--- config.mk ---
export PLATFORM = sky130hd
export DESIGN_NAME = spi_regif
export DESIGN_NICKNAME = d
export VERILOG_FILES = /design/src/rtl/regif_pkg.sv /design/src/rtl/regif_meas_snap.sv /design/src/rtl/spi_regif.sv
export SDC_FILE = /design/constraint.sdc
export NUM_CORES = 1
export LEC_CHECK = 0
export CAP_MARGIN = 10
export CORE_ASPECT_RATIO = 0.9
export CORE_MARGIN = 2
export CORE_UTILIZATION = 55
export DETAILED_ROUTE_END_ITERATION = 10
export PLACE_DENSITY = 0.8
export SETUP_SLACK_MARGIN = 0.4
export SYNTH_ARGS = -nofsm -noshare
export SYNTH_HDL_FRONTEND = slang
export SYNTH_HIERARCHICAL = 1
export SYNTH_SLANG_ARGS = --single-unit
--- constraint.sdc ---
create_clock -name clk -period 2.4 [get_ports clk]
set_clock_uncertainty 0.1 [all_clocks]
set_input_delay 0.48 -clock clk [delete_from_list [all_inputs] [get_ports clk]]
set_output_delay 0.48 -clock clk [all_outputs]
set_load 0.01 [all_outputs]
--- src/rtl/regif_pkg.sv ---
// Shared definitions for the SPI register interface: register addresses,
// FSM states, CTRL bit positions and frame/response field layout.
package regif_pkg;

    localparam logic [2:0] ADDR_ID      = 3'd0;
    localparam logic [2:0] ADDR_CTRL    = 3'd1;
    localparam logic [2:0] ADDR_PER_LO  = 3'd2;
    localparam logic [2:0] ADDR_PER_HI  = 3'd3;
    localparam logic [2:0] ADDR_WID_LO  = 3'd4;
    localparam logic [2:0] ADDR_WID_HI  = 3'd5;
    localparam logic [2:0] ADDR_PCNT    = 3'd6;
    localparam logic [2:0] ADDR_SCRATCH = 3'd7;

    typedef enum logic [1:0] {
        ST_IDLE   = 2'd0,
        ST_ACTIVE = 2'd1,
        ST_EXEC   = 2'd2,
        ST_LOAD   = 2'd3
    } regif_state_e;

    localparam int CTRL_EN        = 0;
    localparam int CTRL_CLR       = 1;
    localparam int CTRL_ERRCLR    = 3;
    localparam int CTRL_PRESC_LSB = 4;

    // CLR and ERRCLR are action bits: they are never stored and read back 0.
    localparam logic [11:0] CTRL_STORE_MASK = 12'hFF5;

    localparam int FRM_WR       = 15;
    localparam int FRM_ADDR_MSB = 14;
    localparam int FRM_ADDR_LSB = 12;
    localparam int FRM_DATA_MSB = 11;

    localparam logic [11:0] PCNT_MAX = 12'hFFF;

endpackage

--- src/rtl/regif_meas_snap.sv ---
// Live and shadow copies of the measurement results. The shadow is loaded
// from the live registers so a PER_LO/PER_HI/WID_* read sequence is coherent.
module regif_meas_snap (
    input  logic        clk,
    input  logic        rst,
    input  logic [23:0] meas_period,
    input  logic [23:0] meas_width,
    input  logic        meas_valid,
    input  logic        snap_load,
    output logic [11:0] live_period_lo,
    output logic [11:0] shadow_period_hi,
    output logic [23:0] shadow_width
);

    logic [23:0] live_period_q;
    logic [23:0] live_width_q;
    logic [11:0] shadow_period_hi_q;
    logic [23:0] shadow_width_q;

    always_ff @(posedge clk) begin
        if (rst) begin
            live_period_q <= '0;
            live_width_q  <= '0;
        end else if (meas_valid) begin
            live_period_q <= meas_period;
            live_width_q  <= meas_width;
        end
    end

    // PER_LO is served from the live value, so only the period high half
    // needs a shadow. A same-cycle meas_valid is not seen by the shadow.
    always_ff @(posedge clk) begin
        if (rst) begin
            shadow_period_hi_q <= '0;
            shadow_width_q     <= '0;
        end else if (snap_load) begin
            shadow_period_hi_q <= live_period_q[23:12];
            shadow_width_q     <= live_width_q;
        end
    end

    assign live_period_lo   = live_period_q[11:0];
    assign shadow_period_hi = shadow_period_hi_q;
    assign shadow_width     = shadow_width_q;

endmodule

--- src/rtl/spi_regif.sv ---
// Register decode stage behind the 16-bit SPI slave shifter.
// Optional ACTIVE-state watchdog enabled by defining REGIF_TIMEOUT_EN.
module spi_regif
    import regif_pkg::*;
#(
    parameter logic [11:0] ID_VALUE    = 12'hA51,
    parameter int          TIMEOUT_CYC = 100000
) (
    input  logic         clk,
    input  logic         rst,
    input  logic         spi_sot,
    input  logic         spi_eot,
    input  logic [15:0]  spi_rx,
    output logic [15:0]  spi_tx,
    input  logic [23:0]  meas_period,
    input  logic [23:0]  meas_width,
    input  logic         meas_valid,
    input  logic         pulse_evt,
    output logic         ctrl_enable,
    output logic [7:0]   ctrl_prescale,
    output logic         ctrl_clear,
    output logic         err_flag,
    output regif_state_e dbg_state
);

    // Handshake: the shifter gives no back-pressure. sot/eot are single-cycle
    // strobes; spi_rx is valid only with eot, and spi_tx must be stable by the
    // next sot, which the shifter guarantees by keeping CS high >= 3 clk.

    regif_state_e state_q, state_d;

    logic        latch_frame;
    logic        exec_go;
    logic        load_go;
    logic        overrun;
    logic        timeout_hit;
    logic        timeout_err;

    logic [15:0] frame_q;
    logic [11:0] ctrl_q;
    logic        clear_q;
    logic        err_q;
    logic [11:0] pcnt_q;
    logic [11:0] scratch_q;
    logic [11:0] rdata_q;
    logic [2:0]  last_addr_q;
    logic [15:0] spi_tx_q;

    logic        frm_wr;
    logic [2:0]  frm_addr;
    logic [11:0] frm_data;
    logic [11:0] rdata_c;
    logic        ctrl_write;
    logic        snap_load;

    logic [11:0] live_period_lo;
    logic [11:0] shadow_period_hi;
    logic [23:0] shadow_width;

    assign frm_wr     = frame_q[FRM_WR];
    assign frm_addr   = frame_q[FRM_ADDR_MSB:FRM_ADDR_LSB];
    assign frm_data   = frame_q[FRM_DATA_MSB:0];
    assign ctrl_write = exec_go && frm_wr && (frm_addr == ADDR_CTRL);
    assign snap_load  = exec_go && !frm_wr && (frm_addr == ADDR_PER_LO);

`ifdef REGIF_TIMEOUT_EN
    localparam int TO_W = (TIMEOUT_CYC > 2) ? $clog2(TIMEOUT_CYC) : 1;

    logic [TO_W-1:0] to_cnt_q;

    always_ff @(posedge clk) begin
        if (rst) begin
            to_cnt_q <= '0;
        end else if (state_q == ST_ACTIVE && state_d == ST_ACTIVE && !overrun) begin
            to_cnt_q <= to_cnt_q + 1'b1;
        end else begin
            to_cnt_q <= '0;
        end
    end

    assign timeout_hit = (to_cnt_q == TO_W'(TIMEOUT_CYC - 1));
`else
    assign timeout_hit = 1'b0;
`endif

    always_ff @(posedge clk) begin
        if (rst) begin
            state_q <= ST_IDLE;
        end else begin
            state_q <= state_d;
        end
    end

    // A sot anywhere but IDLE is an overrun: it wins over every other action
    // in that cycle, so the pending frame never executes or loads spi_tx.
    always_comb begin
        state_d     = state_q;
        latch_frame = 1'b0;
        exec_go     = 1'b0;
        load_go     = 1'b0;
        overrun     = 1'b0;
        timeout_err = 1'b0;
        if (spi_sot && state_q != ST_IDLE) begin
            overrun = 1'b1;
            state_d = ST_ACTIVE;
        end else begin
            case (state_q)
                ST_IDLE: begin
                    if (spi_sot) state_d = ST_ACTIVE;
                end
                ST_ACTIVE: begin
                    if (spi_eot) begin
                        latch_frame = 1'b1;
                        state_d     = ST_EXEC;
                    end else if (timeout_hit) begin
                        timeout_err = 1'b1;
                        state_d     = ST_IDLE;
                    end
                end
                ST_EXEC: begin
                    exec_go = 1'b1;
                    state_d = ST_LOAD;
                end
                ST_LOAD: begin
                    load_go = 1'b1;
                    state_d = ST_IDLE;
                end
                default: state_d = ST_IDLE;
            endcase
        end
    end

    always_comb begin
        rdata_c = '0;
        case (frm_addr)
            ADDR_ID:      rdata_c = ID_VALUE;
            ADDR_CTRL:    rdata_c = ctrl_q;
            ADDR_PER_LO:  rdata_c = live_period_lo;
            ADDR_PER_HI:  rdata_c = shadow_period_hi;
            ADDR_WID_LO:  rdata_c = shadow_width[11:0];
            ADDR_WID_HI:  rdata_c = shadow_width[23:12];
            ADDR_PCNT:    rdata_c = pcnt_q;
            ADDR_SCRATCH: rdata_c = scratch_q;
            default:      rdata_c = '0;
        endcase
    end

    always_ff @(posedge clk) begin
        if (rst) begin
            frame_q     <= '0;
            ctrl_q      <= '0;
            clear_q     <= 1'b0;
            err_q       <= 1'b0;
            scratch_q   <= '0;
            rdata_q     <= '0;
            last_addr_q <= '0;
            spi_tx_q    <= '0;
        end else begin
            clear_q <= ctrl_write && frm_data[CTRL_CLR];
            if (latch_frame) frame_q <= spi_rx;
            if (ctrl_write) ctrl_q <= frm_data & CTRL_STORE_MASK;
            if (exec_go && frm_wr && frm_addr == ADDR_SCRATCH) scratch_q <= frm_data;
            if (exec_go) begin
                rdata_q     <= rdata_c;
                last_addr_q <= frm_addr;
            end
            if (overrun || timeout_err) begin
                err_q <= 1'b1;
            end else if (ctrl_write && frm_data[CTRL_ERRCLR]) begin
                err_q <= 1'b0;
            end
            if (load_go) spi_tx_q <= {last_addr_q, err_q, rdata_q};
        end
    end

    // Clear has priority so a pulse coinciding with ctrl_clear is dropped.
    always_ff @(posedge clk) begin
        if (rst || clear_q) begin
            pcnt_q <= '0;
        end else if (pulse_evt && pcnt_q != PCNT_MAX) begin
            pcnt_q <= pcnt_q + 12'd1;
        end
    end

    regif_meas_snap u_snap (
        .clk              (clk),
        .rst              (rst),
        .meas_period      (meas_period),
        .meas_width       (meas_width),
        .meas_valid       (meas_valid),
        .snap_load        (snap_load),
        .live_period_lo   (live_period_lo),
        .shadow_period_hi (shadow_period_hi),
        .shadow_width     (shadow_width)
    );

    assign spi_tx        = spi_tx_q;
    assign ctrl_enable   = ctrl_q[CTRL_EN];
    assign ctrl_prescale = ctrl_q[CTRL_PRESC_LSB +: 8];
    assign ctrl_clear    = clear_q;
    assign err_flag      = err_q;
    assign dbg_state     = state_q;

endmodule

==> results.json <==
{
  "r2r-start": "pcnt_q[0]$_SDFFE_PP0P_",
  "r2r_cells": 4,
  "cp_slowest_stage_delay_ns": 0.53,
  "ys_ff_latch": 169,
  "cts_root_buf": "clkbuf_16",
  "syn-cell-area_um2": 7150,
  "avgSynthCellArea_um2": 9.34,
  "rsz0062_at_grt": "yes",
  "die_h_um": 112,
  "diodes": 0,
  "hold_depth": 2,
  "slowest_stage": "clkdlybuf4s50_1",
  "drv_cap": 0,
  "vdd_drop_max_mv": 0.620,
  "critPathArrivalTime_ns": 2.25,
  "fin_setup_tns_ns": 0,
  "reg2reg_to": "pcnt_q[11]$_SDFFE_PP0P_",
  "status": "finished, final reports clean",
  "async_reset_ff_share_pct": 0,
  "seq_area_um2": 3390,
  "cp-end-kind": "flop",
  "min_path_type": "flop to flop",
  "leakage_nw": 3.39,
  "h-tree-depth": 4,
  "path_clk_slew_ns": 0.06,
  "grt_antenna_before_repair": 0,
  "drt_iter0_markers": 555,
  "synth_nets": 841,
  "worst_pin_slew_ns": 0.717,
  "drt_wl_total_um": 17600,
  "fp.dieArea_um2": 13900,
  "finalNonFillerCells": 1005,
  "synth.yosys.warnings": 6,
  "holdPathEnd": "spi_tx[12]$_SDFFE_PP0P_",
  "grt.met1_usage_pct": 34.5,
  "avgRoutedWirePerCell_um": 17.5,
  "start_kind": "input port",
  "fin_crit_sh_pct": 83.4,
  "finalHoldViolCount": 0,
  "place_hpwl_um": 12100,
  "tritoncts": "built",
  "die_x_um": 124,
  "synth.top_cell.area_share_pct": 47.3,
  "start_util_pct": 56.3,
  "criticalPathCategory": "input port to flop",
  "max_slew_margin_pct": 52.2,
  "fin_crit_ns": 2.00,
  "ys_seq_area_share_pct": 47.3,
  "synth_area_leaders": "dfxtp_1 (47%), mux2i_1 (17%), nor2_1 (6.4%), nand2_1 (4.8%), a21oi_1 (3.1%)",
  "area_growth_pct": 22.5,
  "synth_most_common_cell": "dfxtp_1",
  "top_usage_layer": "met2",
  "dr.pass1.iters": 6,
  "io_buffers": 98,
  "cts_hold_buffers": 0,
  "row_count": 39,
  "setup_viol": 0,
  "numCtsBuffers": 17,
  "grt.total_usage_pct": 25.8,
  "synth_edf_count": 0,
  "yosysTopAreaCell": "dfxtp_1",
  "crit_chain": "clkdlybuf4s50_1 > inv_1 > or3_1 > or4_1 > a21oi_1",
  "worst-path-buf-inv": 2,
  "synth_common_cells": "dfxtp_1 (169), nor2_1 (121), mux2i_1 (120)",
  "final_layout_size_suffix_gt1_share_pct": 10.3,
  "final_max_slew_viol_count": 0,
  "clkLatencyLatePin_ns": 0.42,
  "required_ns": 2.65,
  "cts.path.max_buffers": 2,
  "synth-main-ff-cell": "dfxtp_1",
  "grt.overflow.total": 0,
  "syn-instance-count": 765,
  "synth_cell_type_count": 53,
  "grtUsageMet3_pct": 6.45,
  "io_pins": 99,
  "regToRegSetupSlack_ns": 0.44,
  "gp_congestion": 0.898,
  "met2_usage_pct": 41.0,
  "power_density_nw_per_um2": 783,
  "num_vias": 5696,
  "worstHoldStart": "spi_tx[12]$_SDFFE_PP0P_",
  "postRouteAntennaNets": 0,
  "critical_path.top_delay_family": "simple AND/OR/NAND/NOR gates",
  "drc": 0,
  "n_fill_cell": 982,
  "grt_pass1_vias": 5284,
  "critical_path.max_fanout": 6,
  "post_cts_buffers": 0,
  "max_freq_ghz": 0.499,
  "core_area_um2": 12700,
  "dp_cells": 973,
  "grt_start_max_net_pins": 160,
  "final_net_count": 905,
  "avgViaCountPerCell": 5.67,
  "clock_sinks": 169,
  "multi_input_area_um2": 3340,
  "grt_pass1_wl_um": 27500
}
power by group:
group          total (mW)  internal, mW  switching [mW]
Combinational        1.08         0.497           0.586
Sequential           3.10          2.96           0.140
Clock                2.68          1.60            1.07
Total                6.86          5.06            1.80
how the worst max path moves through the flow:
stage | start | end | depth (start not counted)
after global placement | pulse_evt | pcnt_q[11]$_SDFFE_PP0P_ | 5
after CTS | pcnt_q[5]$_SDFFE_PP0P_ | pcnt_q[11]$_SDFFE_PP0P_ | 4
final | pulse_evt | pcnt_q[11]$_SDFFE_PP0P_ | 5
after detailed placement | pulse_evt | pcnt_q[11]$_SDFFE_PP0P_ | 5
after floorplan | frame_q[13]$_SDFFE_PP0P_ | u_snap/shadow_width[10]$_SDFFE_PP0P_ | 9
after global routing | pcnt_q[0]$_SDFFE_PP0P_ | pcnt_q[4]$_SDFFE_PP0P_ | 6
through the flow:
| stage | power [mW] | cell area (µm²) | utilization [%] | worst slack, ns | hold slack [ns] |
|---|---|---|---|---|---|
| after floorplan | 3.83 | 7210 | - | 0.422 | 0.332 |
| after global placement | 4.16 | 8100 | 63.9 | 0.147 | 0.343 |
| after detailed placement | 4.20 | 8100 | 63.9 | 0.0249 | 0.346 |
| after CTS | 6.86 | 8730 | 68.8 | 0.409 | 0.355 |
| after global routing | 7.11 | 8760 | 69.0 | 0.372 | 0.379 |
| final | 6.86 | 8760 | 69.0 | 0.397 | 0.356 |
cell type report:
cell class / instances / area share (%)
repair buffers: 119 / 13.8
clock buffers: 23 / 5.46
well taps: 164 / 2.34
inverters: 10 / 0.457
flip-flops and latches: 169 / 38.8
clock inverters: 8 / 1.09
multi-input cells: 512 / 38.1
routing by layer:
| metal | vias to the layer above | routed length, µm |
|---|---|---|
| met3 | 32 | 880 |
| met4 | 0 | 346 |
| met1 | 2744 | 7940 |
| met2 | 166 | 8470 |
| li1 | 2754 | - |
| met5 | - | 0 |
cell usage in the layout, fill, tap and decap left out, types with 5 or more instances in the layout:
| cell | netlist | final |
|---|---|---|
| clkbuf_16 | 0 | 17 |
| clkdlybuf4s50_1 | 0 | 94 |
| dfxtp_1 | 169 | 162 |
| buf_4 | 23 | 15 |
| o21ai_0 | 8 | 8 |
| mux2_2 | 8 | 8 |
| nor2_1 | 121 | 120 |
| nand2_1 | 92 | 92 |
| nand3_1 | 10 | 10 |
| a221o_1 | 5 | 5 |
| mux2i_1 | 120 | 120 |
| a21oi_1 | 44 | 44 |
| o211ai_1 | 5 | 5 |
| inv_1 | 10 | 8 |
| a221oi_1 | 9 | 7 |
| a22o_1 | 7 | 7 |
| nor2b_1 | 8 | 5 |
| dfxtp_2 | 0 | 6 |
registers in the layout, indices dropped and copies added (netlist names):
register / flops
frame_q: 16
spi_tx: 16
ctrl_clear: 1
u_snap/live_period_q: 24
last_addr_q: 3
u_snap/shadow_period_hi: 12
u_snap/live_width_q: 24
u_snap/shadow_width: 24
scratch_q: 12
err_flag: 1
pcnt_q: 12
dbg_state: 2
rdata_q: 12
ctrl_q: 10
cells by family after synthesis:
group,synth area share [%]
xor+xnor,0.123
buf+inv,6.97
simple gates,16.1
compound gates,10.4
flops,47.3
fa+ha+maj,1.05
mux,18.1
tightest hold or removal path, stage by stage, from the launching register on:
cell and delay, ns:
dfxtp_1 0.31, nand2_1 0.05, a21oi_1 0.05
repair_timing:
action | 4_1_cts | 5_1_grt
cloned | 1 | 0
setup endpoints to repair | 46 | 33
pin swaps | 0 | 1
resized for setup | 8 | 11
(Power assumes the default switching activity.)
